--- src/rtl/prescaler_bank_if.sv ---
// Configuration and output bundle for prescaler_bank.
// Signalling: there is no valid/ready pair. wr_en is a single-cycle strobe
// that is always accepted on the rising edge where it is sampled high.
// Writes to channels that do not exist are dropped. en and sync are level
// inputs sampled on every edge. tick and clk_div are registered outputs.
interface prescaler_bank_if #(
    parameter int CH    = 4,
    parameter int CNT_W = 32,
    parameter int CH_W  = (CH > 1) ? $clog2(CH) : 1
);
    logic [CH-1:0]    en;
    logic             sync;
    logic             wr_en;
    logic [CH_W-1:0]  wr_ch;
    logic [CNT_W-1:0] wr_div;
    logic             wr_mode;
    logic [CH-1:0]    tick;
    logic [CH-1:0]    clk_div;

    modport master (
        output en, sync, wr_en, wr_ch, wr_div, wr_mode,
        input  tick, clk_div
    );

    modport slave (
        input  en, sync, wr_en, wr_ch, wr_div, wr_mode,
        output tick, clk_div
    );
endinterface

--- src/rtl/prescaler_bank.sv ---
// Multi-channel programmable prescaler. Every channel has its own counter,
// an active divisor/mode pair and a shadow pair written through the shared
// configuration port. The shadow is copied to the active pair only at a
// period boundary, on sync, or while the channel is stopped (divisor 0).
// This keeps the divided outputs free of short glitch periods.
module prescaler_bank #(
    parameter int CH          = 4,
    parameter int CNT_W       = 32,
    parameter int DEFAULT_DIV = 1000
) (
    input logic              src_clk,
    input logic              rst,
    prescaler_bank_if.slave  bus
);
    localparam int CH_W = (CH > 1) ? $clog2(CH) : 1;

    for (genvar i = 0; i < CH; i++) begin : g_ch
        logic [CNT_W-1:0] cnt;
        logic [CNT_W-1:0] div_a;
        logic [CNT_W-1:0] div_s;
        logic             mode_a;
        logic             mode_s;
        logic             tick_r;
        logic             clk_r;

        logic             wr_hit;
        logic [CNT_W-1:0] div_ld;
        logic             mode_ld;
        logic             wrap;
        logic [CNT_W-1:0] cnt_inc;
        logic [CNT_W:0]   half_cur;

        // Shadow bypass: a write in the same cycle as a load is what gets loaded.
        always_comb begin
            wr_hit   = bus.wr_en && (bus.wr_ch == CH_W'(i));
            div_ld   = wr_hit ? bus.wr_div  : div_s;
            mode_ld  = wr_hit ? bus.wr_mode : mode_s;
            // N-1 is only meaningful for N >= 1; div_a == 0 is masked out here.
            wrap     = (div_a != '0) && (cnt == (div_a - CNT_W'(1)));
            cnt_inc  = cnt + CNT_W'(1);
            // One extra bit so N = 2^CNT_W-1 does not overflow when rounding up.
            half_cur = ({1'b0, div_a} + (CNT_W+1)'(1)) >> 1;
        end

        // Per-channel counter, shadow/active registers and registered outputs.
        always_ff @(posedge src_clk) begin
            if (rst) begin
                cnt    <= '0;
                div_a  <= CNT_W'(DEFAULT_DIV);
                div_s  <= CNT_W'(DEFAULT_DIV);
                mode_a <= 1'b0;
                mode_s <= 1'b0;
                tick_r <= 1'b0;
                clk_r  <= 1'b0;
            end else begin
                div_s  <= div_ld;
                mode_s <= mode_ld;
                if (bus.sync) begin
                    // Re-phase: square channels restart in their high half.
                    cnt    <= '0;
                    tick_r <= 1'b0;
                    div_a  <= div_ld;
                    mode_a <= mode_ld;
                    clk_r  <= mode_ld && (div_ld != '0);
                end else if (div_a == '0) begin
                    // Stopped channel keeps tracking the shadow every cycle.
                    cnt    <= '0;
                    tick_r <= 1'b0;
                    clk_r  <= 1'b0;
                    div_a  <= div_ld;
                    mode_a <= mode_ld;
                end else if (bus.en[i]) begin
                    if (wrap) begin
                        // Period boundary: next count is 0, which is always in
                        // the high half of a square wave with N >= 1.
                        cnt    <= '0;
                        tick_r <= 1'b1;
                        div_a  <= div_ld;
                        mode_a <= mode_ld;
                        clk_r  <= mode_ld ? (div_ld != '0) : 1'b1;
                    end else begin
                        cnt    <= cnt_inc;
                        tick_r <= 1'b0;
                        clk_r  <= mode_a ? ({1'b0, cnt_inc} < half_cur) : 1'b0;
                    end
                end else begin
                    // Disabled: count and divided level freeze, no strobe.
                    tick_r <= 1'b0;
                end
            end
        end

        assign bus.tick[i]    = tick_r;
        assign bus.clk_div[i] = clk_r;
    end
endmodule

--- src/flat_wrapper.sv ---
// flat-port wrapper written by rule: the top's interface ports become plain ports
module prescaler_bank_flat 
#(
    parameter int CH          = 4,
    parameter int CNT_W       = 32,
    parameter int DEFAULT_DIV = 1000
)
  (src_clk, rst, bus_en, bus_sync, bus_wr_en, bus_wr_ch, bus_wr_div, bus_wr_mode, bus_tick, bus_clk_div);
  prescaler_bank_if #(.CH(CH), .CNT_W(CNT_W)) bus_i ();
  input logic src_clk;
  input logic rst;
  input wire logic [$bits(bus_i.en)-1:0] bus_en;
  input wire logic [$bits(bus_i.sync)-1:0] bus_sync;
  input wire logic [$bits(bus_i.wr_en)-1:0] bus_wr_en;
  input wire logic [$bits(bus_i.wr_ch)-1:0] bus_wr_ch;
  input wire logic [$bits(bus_i.wr_div)-1:0] bus_wr_div;
  input wire logic [$bits(bus_i.wr_mode)-1:0] bus_wr_mode;
  output wire logic [$bits(bus_i.tick)-1:0] bus_tick;
  output wire logic [$bits(bus_i.clk_div)-1:0] bus_clk_div;
  assign bus_i.en = bus_en;
  assign bus_i.sync = bus_sync;
  assign bus_i.wr_en = bus_wr_en;
  assign bus_i.wr_ch = bus_wr_ch;
  assign bus_i.wr_div = bus_wr_div;
  assign bus_i.wr_mode = bus_wr_mode;
  assign bus_tick = bus_i.tick;
  assign bus_clk_div = bus_i.clk_div;
  prescaler_bank #(.CH(CH), .CNT_W(CNT_W), .DEFAULT_DIV(DEFAULT_DIV)) u_core (.src_clk(src_clk), .rst(rst), .bus(bus_i));
endmodule
--- config.mk ---
export PLATFORM = sky130hd
export DESIGN_NAME = prescaler_bank_flat
export DESIGN_NICKNAME = d
export VERILOG_FILES = /design/src/rtl/prescaler_bank_if.sv /design/src/rtl/prescaler_bank.sv /design/src/flat_wrapper.sv
export SDC_FILE = /design/constraint.sdc
export NUM_CORES = 1
export LEC_CHECK = 0
export ABC_AREA = 1
export CAP_MARGIN = 40
export CORE_MARGIN = 10
export CORE_UTILIZATION = 60
export DETAILED_ROUTE_END_ITERATION = 12
export PLACE_DENSITY_LB_ADDON = 0.3
export SETUP_SLACK_MARGIN = 0.02
export SYNTH_ARGS = -nofsm -noshare
export SYNTH_HDL_FRONTEND = slang
export SYNTH_SLANG_ARGS = --single-unit
export TNS_END_PERCENT = 30
--- constraint.sdc ---
create_clock -name src_clk -period 4.05 [get_ports src_clk]
set_input_delay 1.215 -clock src_clk [delete_from_list [all_inputs] [get_ports src_clk]]
set_output_delay 1.215 -clock src_clk [all_outputs]
set_load 0.01 [all_outputs]
==> flow_summary.json <==
{
  "die-width_um": 246.8,
  "power.density_cell_area_nw_per_um2": 308.5,
  "synth_cells": 4946,
  "syn2layout_area_growth_pct": 8.734,
  "critical_path.cell_chain": "nand3_1 -> nor3_1 -> nand2_1 -> nor3_1 -> buf_4 -> nand4_1 -> nor3_1 -> nand2_1 -> xor2_1 -> ha_1 -> nand4_1 -> nor3_2 -> nand4_1 -> o21bai_1 -> nand3_1 -> nand2_1 -> nand3_1 -> a21oi_1",
  "timing_max_transition_violations_final": 0,
  "finalSetupViolations": 0,
  "pin_count_of_the_biggest_net_entering_global_routing": 75,
  "floorplan.die.height_um": 246.8,
  "synth_seq_cells": 400,
  "seq_area_frac_synth": 0.2595,
  "max_cap_violations": 0,
  "timing.final.crit_period_ns": 3.653,
  "drive_gt1_frac": 0.06522,
  "dr.pass1.iters": 6,
  "cp_slowest_cell": "dfxtp_1",
  "numCtsBuffers": 44,
  "worst_slew_margin_rel": 0.5009,
  "cts.path.max_buffers": 3,
  "max_freq_mhz": 273.7,
  "worst_slack_ns": 0.3968,
  "netlist_area_sq_um": 30860,
  "final_wl_um": 95280,
  "h-tree-depth": 2,
  "finalCoreUtilization": 0.6567,
  "synth-compound-area-share": 0.09448,
  "avgSynthCellArea_sq_um": 6.239,
  "detail_route.iter0.violations": 3078,
  "synth_fp_nets": 5125,
  "internal_power_contribution_w": 0.007310,
  "dr_total_vias": 31339,
  "cts_tree": "built",
  "p_comb_frac": 0.166,
  "power.static_leakage_nw": 15.22,
  "cts.clk_slew.worst_paths_ns": 0.06,
  "grt_setup_unrepaired": "true",
  "core_region_area_sq_um": 51090,
  "hp-class": "register to register",
  "synth_xor_xnor_area_share": 0.09310,
  "switching_share": 0.2939,
  "wl_per_cell_um": 16.95,
  "dp_slack_ns": 0.2306,
  "hold-worst-slack_ns": 0.4903,
  "status": "finished clean",
  "worstSkewPairLatency_ns": 0.61,
  "initial_utilization": 0.6039,
  "core.rowCount": 83,
  "critPathCaptureType": "register",
  "final_antenna_net_count": 0,
  "critical_path.max_fanout": 5,
  "clock-skew-final_ns": 0.02286,
  "clock-sinks": 400,
  "critPathLaunchType": "register",
  "ctsRootBufferMaster": "clkbuf_16",
  "required_time_worst_endpoint_ns": 4.53,
  "synth-simple-area-share": 0.3875,
  "synth.mux.area_fraction": 0.002595,
  "mostFrequentLayoutCells": "1,236 x nand2_1, 652 x nor2_1, 558 x inv_1, 421 x nand3_1, 398 x dfxtp_1",
  "period_share": 0.9020,
  "gpl.final_weighted_congestion": 1.016,
  "global_route.usage.total": 0.3051,
  "synth-edff-count": 0,
  "power.switching_w": 0.003042,
  "antenna_found_initial": 5,
  "buffer_and_inverter_count_on_the_worst_path": 1,
  "port_buffers": 50,
  "synth_top_family_by_area": "simple AND/OR/NAND/NOR gates",
  "synth-adder-area-share": 0.05515,
  "critPathMaxStageDelay_ns": 0.42,
  "clockPowerShare": 0.425,
  "floorplan.die_area_sq_um": 60900,
  "first_global_vias": 28873,
  "irDropWorstVdd_v": 0.0003313,
  "power_frac_seq": 0.409,
  "synth-warning-count": 0,
  "grt.overflow.total": 0,
  "ys_types": 52,
  "worst_pin_slew_ns": 0.7487,
  "ys_dominant_reg_cell": "dfxtp_1",
  "most_common_cell_after_layout_fill_and_taps_aside": "nand2_1",
  "crit_type": "register to register",
  "detail_placement_hpwl_um": 74590,
  "synth_async_sr_flop_share": 0,
  "final_nets": 5082,
  "route.detailed.drc": 0,
  "hold_violations": 0,
  "num-fill-cells": 4852,
  "avgViaCountPerCell": 5.576,
  "crit_family": "simple AND/OR/NAND/NOR gates",
  "power_w": 0.01035,
  "cp_data_arrival_time_ns": 4.14,
  "wire_length_of_the_first_global_routing_pass_um": 151900,
  "floorplan.io_pins": 51
}
==> registers in the layout, summed over array words and instances (netlist names) <==
register            flops
u_core.g_ch.div_s     128
u_core.g_ch.clk_r       4
u_core.g_ch.cnt       128
u_core.g_ch.mode_s      4
u_core.g_ch.mode_a      4
u_core.g_ch.div_a     128
u_core.g_ch.tick_r      4
==> cells by family (layout without fill, tap and decap cells) <==
group / after synthesis / count (layout)
and+or+nand+nor: 2736 / 2736
buffers and inverters: 809 / 800
AOI/OAI and AO/OA: 529 / 529
DFF: 400 / 400
xor gates and xnor gates: 328 / 328
adders and majority gates: 136 / 136
muxes: 8 / 8
other: 0 / 3
==> per-layer routing <==
layer / vias to the layer above / track usage / share of wire
met3: 176 / 0.04262 / 0.075
met5: - / 0 / 0
met4: 0 / 0.09634 / 0.029
met2: 1096 / 0.5094 / 0.46
li1: 15742 / - / -
met1: 14325 / 0.4000 / 0.43
==> synthesized netlist by cell type (5+ instances only) <==
library cell	n	share of area
nand2_1	1237	0.15
nor2_1	659	0.080
inv_1	558	0.068
nand3_1	428	0.069
dfxtp_1	400	0.26
a21oi_1	271	0.044
xor2_1	254	0.072
ha_1	136	0.055
o21ai_0	134	0.022
clkbuf_1	132	0.016
nand4_1	103	0.021
nor3_1	103	0.017
xnor2_1	74	0.021
buf_2	46	0.0075
o21a_1	46	0.011
nor4_1	45	0.0091
nor2_2	35	0.0071
nand3b_1	32	0.0078
a21boi_1	30	0.0073
or2_2	25	0.0051
buf_4	20	0.0049
buf_6	20	0.0073
o21ai_1	18	0.0029
inv_2	16	0.0019
buf_1	13	0.0016
nand2_2	13	0.0026
nor2_4	11	0.0040
nor3b_1	11	0.0027
mux2i_1	8	0.0026
nor3_2	8	0.0026
a211oi_1	7	0.0017
o211ai_1	7	0.0017
nand3_2	5	0.0016
==> worst paths after layout <==
check / slack (ns) / endpoint / cells after the start / startpoint
setup / recovery: 0.40 / u_core.g_ch[3].clk_r / 18 / u_core.g_ch[3].div_a[2]
hold / removal: 0.49 / u_core.g_ch[2].div_s[10] / 2 / u_core.g_ch[2].div_s[10]
setup reg to reg: 0.40 / u_core.g_ch[3].clk_r / 18 / u_core.g_ch[3].div_a[2]
hold reg to reg: 0.49 / u_core.g_ch[2].div_s[10] / 2 / u_core.g_ch[2].div_s[10]
==> layout make-up <==
| class | count | area [sq um] | area share |
|---|---|---|---|
| Sequential cell | 400 | 8010 | 0.2387 |
| Timing Repair Buffer | 145 | 1286 | 0.03834 |
| Clock inverter | 20 | 300.3 | 0.008950 |
| Antenna cell | 3 | 7.507 | 0.0002237 |
| Inverter | 575 | 2161 | 0.06440 |
| Clock buffer | 60 | 1272 | 0.03793 |
| Tap cell | 680 | 850.8 | 0.02536 |
| Multi-Input combinational cell | 3737 | 19660 | 0.5861 |
==> stage by stage <==
step	instance area (sq um)	setup TNS [ns]	instances
detailed placement	31830	0	5532
global route	33540	-0.003708	5617
floorplan	30860	0	4946
global placement	31830	0	5532
CTS	33410	0	5612
finish	33550	0	5620
==> power groups by stage <==
stage,Clock (W),Combinational [W],Sequential [W]
after floorplan,0,0.00125,0.00424
after global placement,0,0.00166,0.00432
after detailed placement,0,0.00167,0.00432
after CTS,0.00446,0.00168,0.00423
after global routing,0.00461,0.00192,0.00425
final,0.00440,0.00172,0.00424
==> worst min-delay path, stage by stage, from the launching register on <==
cell	delay, ns
dfxtp_1	0.30
a21oi_1	0.08
nor2_1	0.07
==> what timing repair did <==
action                                  CTS  global route
setup buffers                             0             5
hold buffers                              0             0
gates resized for setup                   0            23
endpoints found under the setup margin    0             4
Note: power is estimated with default switching activity, not from simulation.
